File: config.mk
export PLATFORM = sky130hd
export DESIGN_NAME = ssd_scan_decoder
export DESIGN_NICKNAME = d
export VERILOG_FILES = /design/src/rtl/ssd_pkg.sv /design/src/rtl/ssd_seg_decode.sv /design/src/rtl/ssd_scan_decoder.sv
export SDC_FILE = /design/constraint.sdc
export NUM_CORES = 1
export LEC_CHECK = 0
export CORE_MARGIN = 3
export CORE_UTILIZATION = 54
export CTS_CLUSTER_DIAMETER = 150
export CTS_CLUSTER_SIZE = 14
export DETAILED_ROUTE_END_ITERATION = 7
export PLACE_DENSITY_LB_ADDON = 0.12
export SYNTH_ARGS = -nofsm -noshare
export SYNTH_HDL_FRONTEND = slang
export SYNTH_SLANG_ARGS = --single-unit
File: constraint.sdc
create_clock -name clk -period 3.09 [get_ports clk]
set_input_delay 0.927 -clock clk [delete_from_list [all_inputs] [get_ports clk]]
set_output_delay 0.927 -clock clk [all_outputs]
set_load 0.05 [all_outputs]
File: src/rtl/ssd_pkg.sv
// Shared seven-segment encodings and anode-enable constants used by both
// the scan controller and the scan decoder. Cathodes are active-low.
package ssd_pkg;

  // Bit order {g, f, e, d, c, b, a}; 'I' is not listed because it shares LedOne.
  typedef enum logic [6:0] {
    LedZero  = 7'b1000000,
    LedOne   = 7'b1111001,
    LedTwo   = 7'b0100100,
    LedThree = 7'b0110000,
    LedFour  = 7'b0011001,
    LedFive  = 7'b0010010,
    LedSix   = 7'b0000010,
    LedSeven = 7'b1111000,
    LedEight = 7'b0000000,
    LedNine  = 7'b0010000,
    LedA     = 7'b0001000,
    LedB     = 7'b0000011,
    LedC     = 7'b1000110,
    LedD     = 7'b0100001,
    LedE     = 7'b0000110,
    LedF     = 7'b0001110
  } led_chars_t;

  localparam logic [3:0] DigitEn0 = 4'b1110;
  localparam logic [3:0] DigitEn1 = 4'b1101;
  localparam logic [3:0] DigitEn2 = 4'b1011;
  localparam logic [3:0] DigitEn3 = 4'b0111;

endpackage

File: src/rtl/ssd_seg_decode.sv
// Combinational seven-segment pattern to hex nibble lookup; unknown
// patterns return 0x0 with bad_o set.
module ssd_seg_decode
  import ssd_pkg::*;
(
  input  logic [6:0] led_i,
  output logic [3:0] nibble_o,
  output logic       bad_o
);

  always_comb begin
    nibble_o = 4'h0;
    bad_o    = 1'b0;
    case (led_i)
      LedZero:  nibble_o = 4'h0;
      LedOne:   nibble_o = 4'h1;
      LedTwo:   nibble_o = 4'h2;
      LedThree: nibble_o = 4'h3;
      LedFour:  nibble_o = 4'h4;
      LedFive:  nibble_o = 4'h5;
      LedSix:   nibble_o = 4'h6;
      LedSeven: nibble_o = 4'h7;
      LedEight: nibble_o = 4'h8;
      LedNine:  nibble_o = 4'h9;
      LedA:     nibble_o = 4'hA;
      LedB:     nibble_o = 4'hB;
      LedC:     nibble_o = 4'hC;
      LedD:     nibble_o = 4'hD;
      LedE:     nibble_o = 4'hE;
      LedF:     nibble_o = 4'hF;
      default:  bad_o    = 1'b1;
    endcase
  end

endmodule

File: src/rtl/ssd_scan_decoder.sv
// Samples a multiplexed 4-digit seven-segment bus, decodes each settled digit
// and publishes a 16-bit value once all four digits have been captured.
module ssd_scan_decoder
  import ssd_pkg::*;
#(
  parameter int unsigned SETTLE_CYCLES  = 1024,
  parameter int unsigned TIMEOUT_CYCLES = 4194304
) (
  input  logic        clk,
  input  logic        rst_n,
  input  logic [3:0]  i_digit_en,
  input  logic [6:0]  i_led,
  output logic [15:0] o_num_bcd,
  output logic [3:0]  o_bad,
  output logic        o_valid,
  output logic        o_stale
);

  localparam int unsigned SW = $clog2(SETTLE_CYCLES);
  localparam int unsigned TW = $clog2(TIMEOUT_CYCLES + 1);
  localparam logic [SW-1:0] SettleMax  = SW'(SETTLE_CYCLES - 1);
  localparam logic [TW-1:0] TimeoutVal = TW'(TIMEOUT_CYCLES);

  localparam logic [0:0] StIdle    = 1'b0;
  localparam logic [0:0] StCollect = 1'b1;

  logic [3:0]    en_meta_q, en_sync_q, en_prev_q;
  logic [6:0]    led_meta_q, led_sync_q, led_prev_q;
  logic [SW-1:0] settle_q, settle_d;
  logic [TW-1:0] idle_q, idle_d, idle_inc;
  logic          taken_q, taken_d;
  logic [0:0]    state_q, state_d;
  logic [3:0]    mask_q, mask_d;
  logic [15:0]   shadow_q, shadow_d;
  logic [3:0]    shadow_bad_q, shadow_bad_d;
  logic [15:0]   num_q, num_d;
  logic [3:0]    bad_q, bad_d;
  logic          valid_d, stale_d;
  logic          legal, changed, sample, timeout;
  logic [3:0]    dig_oh;
  logic [3:0]    dec_nibble;
  logic          dec_bad;

  ssd_seg_decode u_seg_decode (
    .led_i    (led_sync_q),
    .nibble_o (dec_nibble),
    .bad_o    (dec_bad)
  );

  always_comb begin
    legal  = 1'b1;
    dig_oh = 4'b0000;
    unique case (en_sync_q)
      DigitEn0: dig_oh = 4'b0001;
      DigitEn1: dig_oh = 4'b0010;
      DigitEn2: dig_oh = 4'b0100;
      DigitEn3: dig_oh = 4'b1000;
      default:  legal  = 1'b0;
    endcase
  end

  assign changed = {en_sync_q, led_sync_q} != {en_prev_q, led_prev_q};

  // settle_d is the count of identical cycles preceding this one, so the
  // sample lands SETTLE_CYCLES-1 cycles after the synced value first appears.
  always_comb begin
    settle_d = settle_q;
    if (changed || !legal) begin
      settle_d = '0;
    end else if (settle_q != SettleMax) begin
      settle_d = settle_q + SW'(1);
    end
  end

  assign sample  = (settle_d == SettleMax) && !taken_q;
  assign taken_d = (changed || !legal) ? 1'b0 : (taken_q | sample);

  assign idle_inc = (idle_q == TimeoutVal) ? idle_q : idle_q + TW'(1);
  assign timeout  = (idle_q != TimeoutVal) && (idle_inc == TimeoutVal);

  always_comb begin
    state_d      = state_q;
    mask_d       = mask_q;
    shadow_d     = shadow_q;
    shadow_bad_d = shadow_bad_q;
    idle_d       = idle_inc;
    num_d        = num_q;
    bad_d        = bad_q;
    valid_d      = 1'b0;
    stale_d      = o_stale;
    if (sample) begin
      idle_d  = '0;
      state_d = StCollect;
      for (int i = 0; i < 4; i++) begin
        if (dig_oh[i]) begin
          shadow_d[i*4 +: 4] = dec_nibble;
          shadow_bad_d[i]    = dec_bad;
          mask_d[i]          = 1'b1;
        end
      end
      if (mask_d == 4'hF) begin
        num_d   = shadow_d;
        bad_d   = shadow_bad_d;
        valid_d = 1'b1;
        stale_d = 1'b0;
        mask_d  = 4'h0;
        state_d = StIdle;
      end
    end else if (timeout) begin
      stale_d = 1'b1;
      if (state_q == StCollect) begin
        mask_d  = 4'h0;
        state_d = StIdle;
      end
    end
  end

  always_ff @(posedge clk or negedge rst_n) begin
    if (!rst_n) begin
      en_meta_q    <= 4'hF;
      en_sync_q    <= 4'hF;
      en_prev_q    <= 4'hF;
      led_meta_q   <= 7'h7F;
      led_sync_q   <= 7'h7F;
      led_prev_q   <= 7'h7F;
      settle_q     <= '0;
      idle_q       <= '0;
      taken_q      <= 1'b0;
      state_q      <= StIdle;
      mask_q       <= 4'h0;
      shadow_q     <= 16'h0;
      shadow_bad_q <= 4'h0;
      num_q        <= 16'h0;
      bad_q        <= 4'h0;
      o_valid      <= 1'b0;
      o_stale      <= 1'b1;
    end else begin
      en_meta_q    <= i_digit_en;
      en_sync_q    <= en_meta_q;
      en_prev_q    <= en_sync_q;
      led_meta_q   <= i_led;
      led_sync_q   <= led_meta_q;
      led_prev_q   <= led_sync_q;
      settle_q     <= settle_d;
      idle_q       <= idle_d;
      taken_q      <= taken_d;
      state_q      <= state_d;
      mask_q       <= mask_d;
      shadow_q     <= shadow_d;
      shadow_bad_q <= shadow_bad_d;
      num_q        <= num_d;
      bad_q        <= bad_d;
      o_valid      <= valid_d;
      o_stale      <= stale_d;
    end
  end

  assign o_num_bcd = num_q;
  assign o_bad     = bad_q;

endmodule

==> results.md <==
- Synthesis-to-finish area growth: 21.3%
- Filler cell count: 790
- Setup TNS: 0 ps
- Total number of vias: 4,233
- Register Area: 2900 sq um
- Largest net degree at the start of global routing: 67
- CTS Root Cell: clkbuf_8
- Final setup viols: 0
- Worst Setup EP: o_num_bcd[8]$_DFFE_PN0P_
- Yosys warns: 0
- GPL Wtd Cong: 0.872
- Worst path depth: 9
- Post-synth ARST share: 100%
- GRT Overall Usage: 22.7%
- Int Power: 2.83 mW
- Initial core utilization: 56.5%
- Die span in y: 108 microns
- Core Util, Final: 68.5%
- TritonCTS clock tree: built
- Worst reg2reg path startpoint: settle_q[1]$_DFF_PN0_
- Buf/Inv on CP: 2
- Crit path DAT: 3460 ps
- Leakage: 2.87 nW
- Antenna viol nets, final: 0
- Placement Rows: 36
- Critical Path Max Stage Delay: 640 ps
- I/O Pins: 35
- Fin. max-slew vios: 0
- Post-synth cell types: 66
- Power, Total: 3.62 mW
- Gate power share: 3.5%
- Worst-margin pin slew: 552 ps
- Worst Path Required: 3540 ps
- Post-DP HPWL: 8110 microns
- FF-to-FF path depth: 9
- Share of the synthesized area in the top cell type: 35.6%
- Drt pass-1 iters: 4
- Syn_nets: 545
- Reg2reg setup slack: 80 ps
- Vias in the first global route: 4,251
- Post-Syn Instances: 529
- Post-Route WL: 11,800 microns
- Die X-Extent: 108 microns
- Port Buffer Count: 34
- Post-synth top cells: 80 x dfrtp_1, 50 x nor2_1, 46 x nand2_1
- NetSw: 790 uW
- Most common cell in the netlist: dfrtp_1
- Final Critical Period: 3010 ps
- Sequence of cells on the critical path: ha_2, and2_4, nand2_2, o32a_1, or4b_4, or4_4, buf_2, buf_4, o21ai_2
- First-pass GRT wire length: 20,500 microns
- Critical path startpoint category: register
- Switching Share: 21.8%
- Min Hold Slack: 355 ps
- H-tree levels: 4
- Final net count: 601
- Core ar.: 9950 sq um
- Leading area contributor after synthesis: dfrtp_1
- Reg-to-Reg End: o_num_bcd[8]$_DFFE_PN0P_
- Mapped Avg Cell Area: 10.6 sq um
- Slowest-stage cell, CP: or4_4
- Multi-input gate area: 2540 sq um
- Max_cap viols: 0
- ANT cells: 0
- Tcrit/Tclk final: 97.3%
- Worst min-delay path class: reg -> reg
- Status: finished, final reports clean
- Primary FF master, synth: dfrtp_1
- Synth area leaders: dfrtp_1 36%, dfstp_2 16%, mux2_2 4.2%
- Fraction of layout cells with a size suffix above 1: 25.3%
- Clock slew at reported path FFs: 50 ps
- Drt wl/cell: 16.1 microns
- TritonCTS buffer count: 17
- Num Clock Sinks: 114
- Crit end category: register
- Power share of the clock group: 53.5%
- Final Skew: 9.23 ps
- Synth Register Bits: 114
- Vias per std cell: 5.79
- Initial antenna violation count: 0
- CP Class: reg -> reg
- GRT Residual Overflow: 0
- CP max FO: 8
- Worst vdd ir: 0.426 mV
- Delay-heaviest family, CP: simple AND/OR/NAND/NOR gates
- Max_slew headroom: 63.2%
- Mapped Area: 5620 sq um
- Clock latency on the worst-skew pair: 530 ps
- Register area share after synthesis: 51.5%
- Worst setup path startpoint: settle_q[1]$_DFF_PN0_
- Cts hold-fix bufs: 0
- Sequential share of power: 42.9%
- Final Hold Fails: 0
- Starting DRT DRC Count: 222
- F_max: 333 MHz
- PwrDens: 532 nW/um^2
- DRC errors left: 0
- Die area: 11,700 sq um
- Clock Path Buffers: 2
- Post-synth EDFFs: 0
## kinds of logic (layout without fill, tap and decap cells)
group	Yosys count	count (layout)	synth area share [%]
AND/OR/NAND/NOR	200	200	18.9
flip-flops	114	114	51.5
buffers and inverters	39	108	3.29
AO/OA/AOI/OAI	96	96	11.9
adder cells (fa/ha/maj)	3	3	0.668
XOR/XNOR	37	37	5.77
multiplexers	40	40	7.95
## cell usage in the layout, fill, tap and decap left out, types with 9 or more instances in the layout
cell type / netlist / routed
a21oi_1: 18 / 18
and3_1: 10 / 10
buf_4: 2 / 30
clkbuf_16: 0 / 16
clkdlybuf4s50_1: 0 / 33
dfrtp_1: 80 / 80
dfstp_2: 34 / 34
inv_1: 11 / 11
mux2_2: 21 / 21
mux2i_1: 15 / 15
nand2_1: 46 / 46
nand3_1: 12 / 12
nand4_1: 13 / 13
nor2_1: 50 / 50
nor3_1: 19 / 19
nor4_1: 9 / 9
o21ai_0: 16 / 16
o21ai_2: 14 / 14
xnor2_1: 15 / 15
xor2_1: 22 / 22
## per-stage QoR
step,setup WS (ps),instance area [sq um],instances
2_1_floorplan,206,5620,529
6_report,82.6,6820,731
4_1_cts,57.2,6780,726
3_3_place_gp,146,6190,694
3_5_place_dp,80.2,6190,694
5_1_grt,-16.9,6820,731
## power groups by stage
stage	Combinational (mW)	Sequential, mW	Clock (mW)
floorplan	0.0632	1.57	0
global placement	0.129	1.58	0
detailed placement	0.131	1.58	0
CTS	0.132	1.56	1.98
global route	0.145	1.56	2.06
finish	0.129	1.56	1.94
## worst min-delay path by stage
stage | startpoint | to | slack, ps | cells past startpoint
finish | led_meta_q[3]$_DFF_PN1_ | led_sync_q[3]$_DFF_PN1_ | 360 | 0
detailed placement | led_meta_q[0]$_DFF_PN1_ | led_sync_q[0]$_DFF_PN1_ | 350 | 0
CTS | led_meta_q[4]$_DFF_PN1_ | led_sync_q[4]$_DFF_PN1_ | 360 | 0
floorplan | en_meta_q[0]$_DFF_PN1_ | en_sync_q[0]$_DFF_PN1_ | 350 | 0
global placement | led_meta_q[3]$_DFF_PN1_ | led_sync_q[3]$_DFF_PN1_ | 350 | 0
global route | led_meta_q[3]$_DFF_PN1_ | led_sync_q[3]$_DFF_PN1_ | 360 | 0
## routing by layer
| metal | up-vias | global-route usage, % | wire length [microns] |
|---|---|---|---|
| li1 | 2023 | - | - |
| met1 | 2097 | 28.6 | 5110 |
| met2 | 93 | 36.9 | 5900 |
| met3 | 20 | 6.45 | 516 |
| met4 | 0 | 9.29 | 223 |
| met5 | - | 0 | 0 |
## worst register-to-register path, stage by stage (launching register included)
cell and delay (ps):
dfrtp_1 390, ha_2 230, and2_4 180, nand2_2 80
o32a_1 360, or4b_4 570, or4_4 640, buf_2 220
buf_4 150, o21ai_2 120
## state kept, by name, summed over array words and instances (netlist names)
signal / cells
en_meta_q: 4
en_prev_q: 4
en_sync_q: 4
led_sync_q: 7
taken_q: 1
state_q: 1
o_num_bcd: 16
shadow_bad_q: 4
mask_q: 4
led_meta_q: 7
o_stale: 1
led_prev_q: 7
settle_q: 10
o_bad: 4
idle_q: 23
o_valid: 1
shadow_q: 16
## timing repair
action / in CTS / in global routing
endpoints found under the setup margin: 0 / 31
setup buffers: 0 / 5
resized for setup: 0 / 1
## cell type report
type | count | area share, %
Multi-Input combinational cell | 376 | 37.3
Inverter | 11 | 0.606
Sequential cell | 114 | 42.5
Tap cell | 133 | 2.44
Clock buffer | 20 | 6.39
Timing Repair Buffer | 65 | 8.52
Clock inverter | 12 | 2.29
Power figures use the tool's default switching activity.
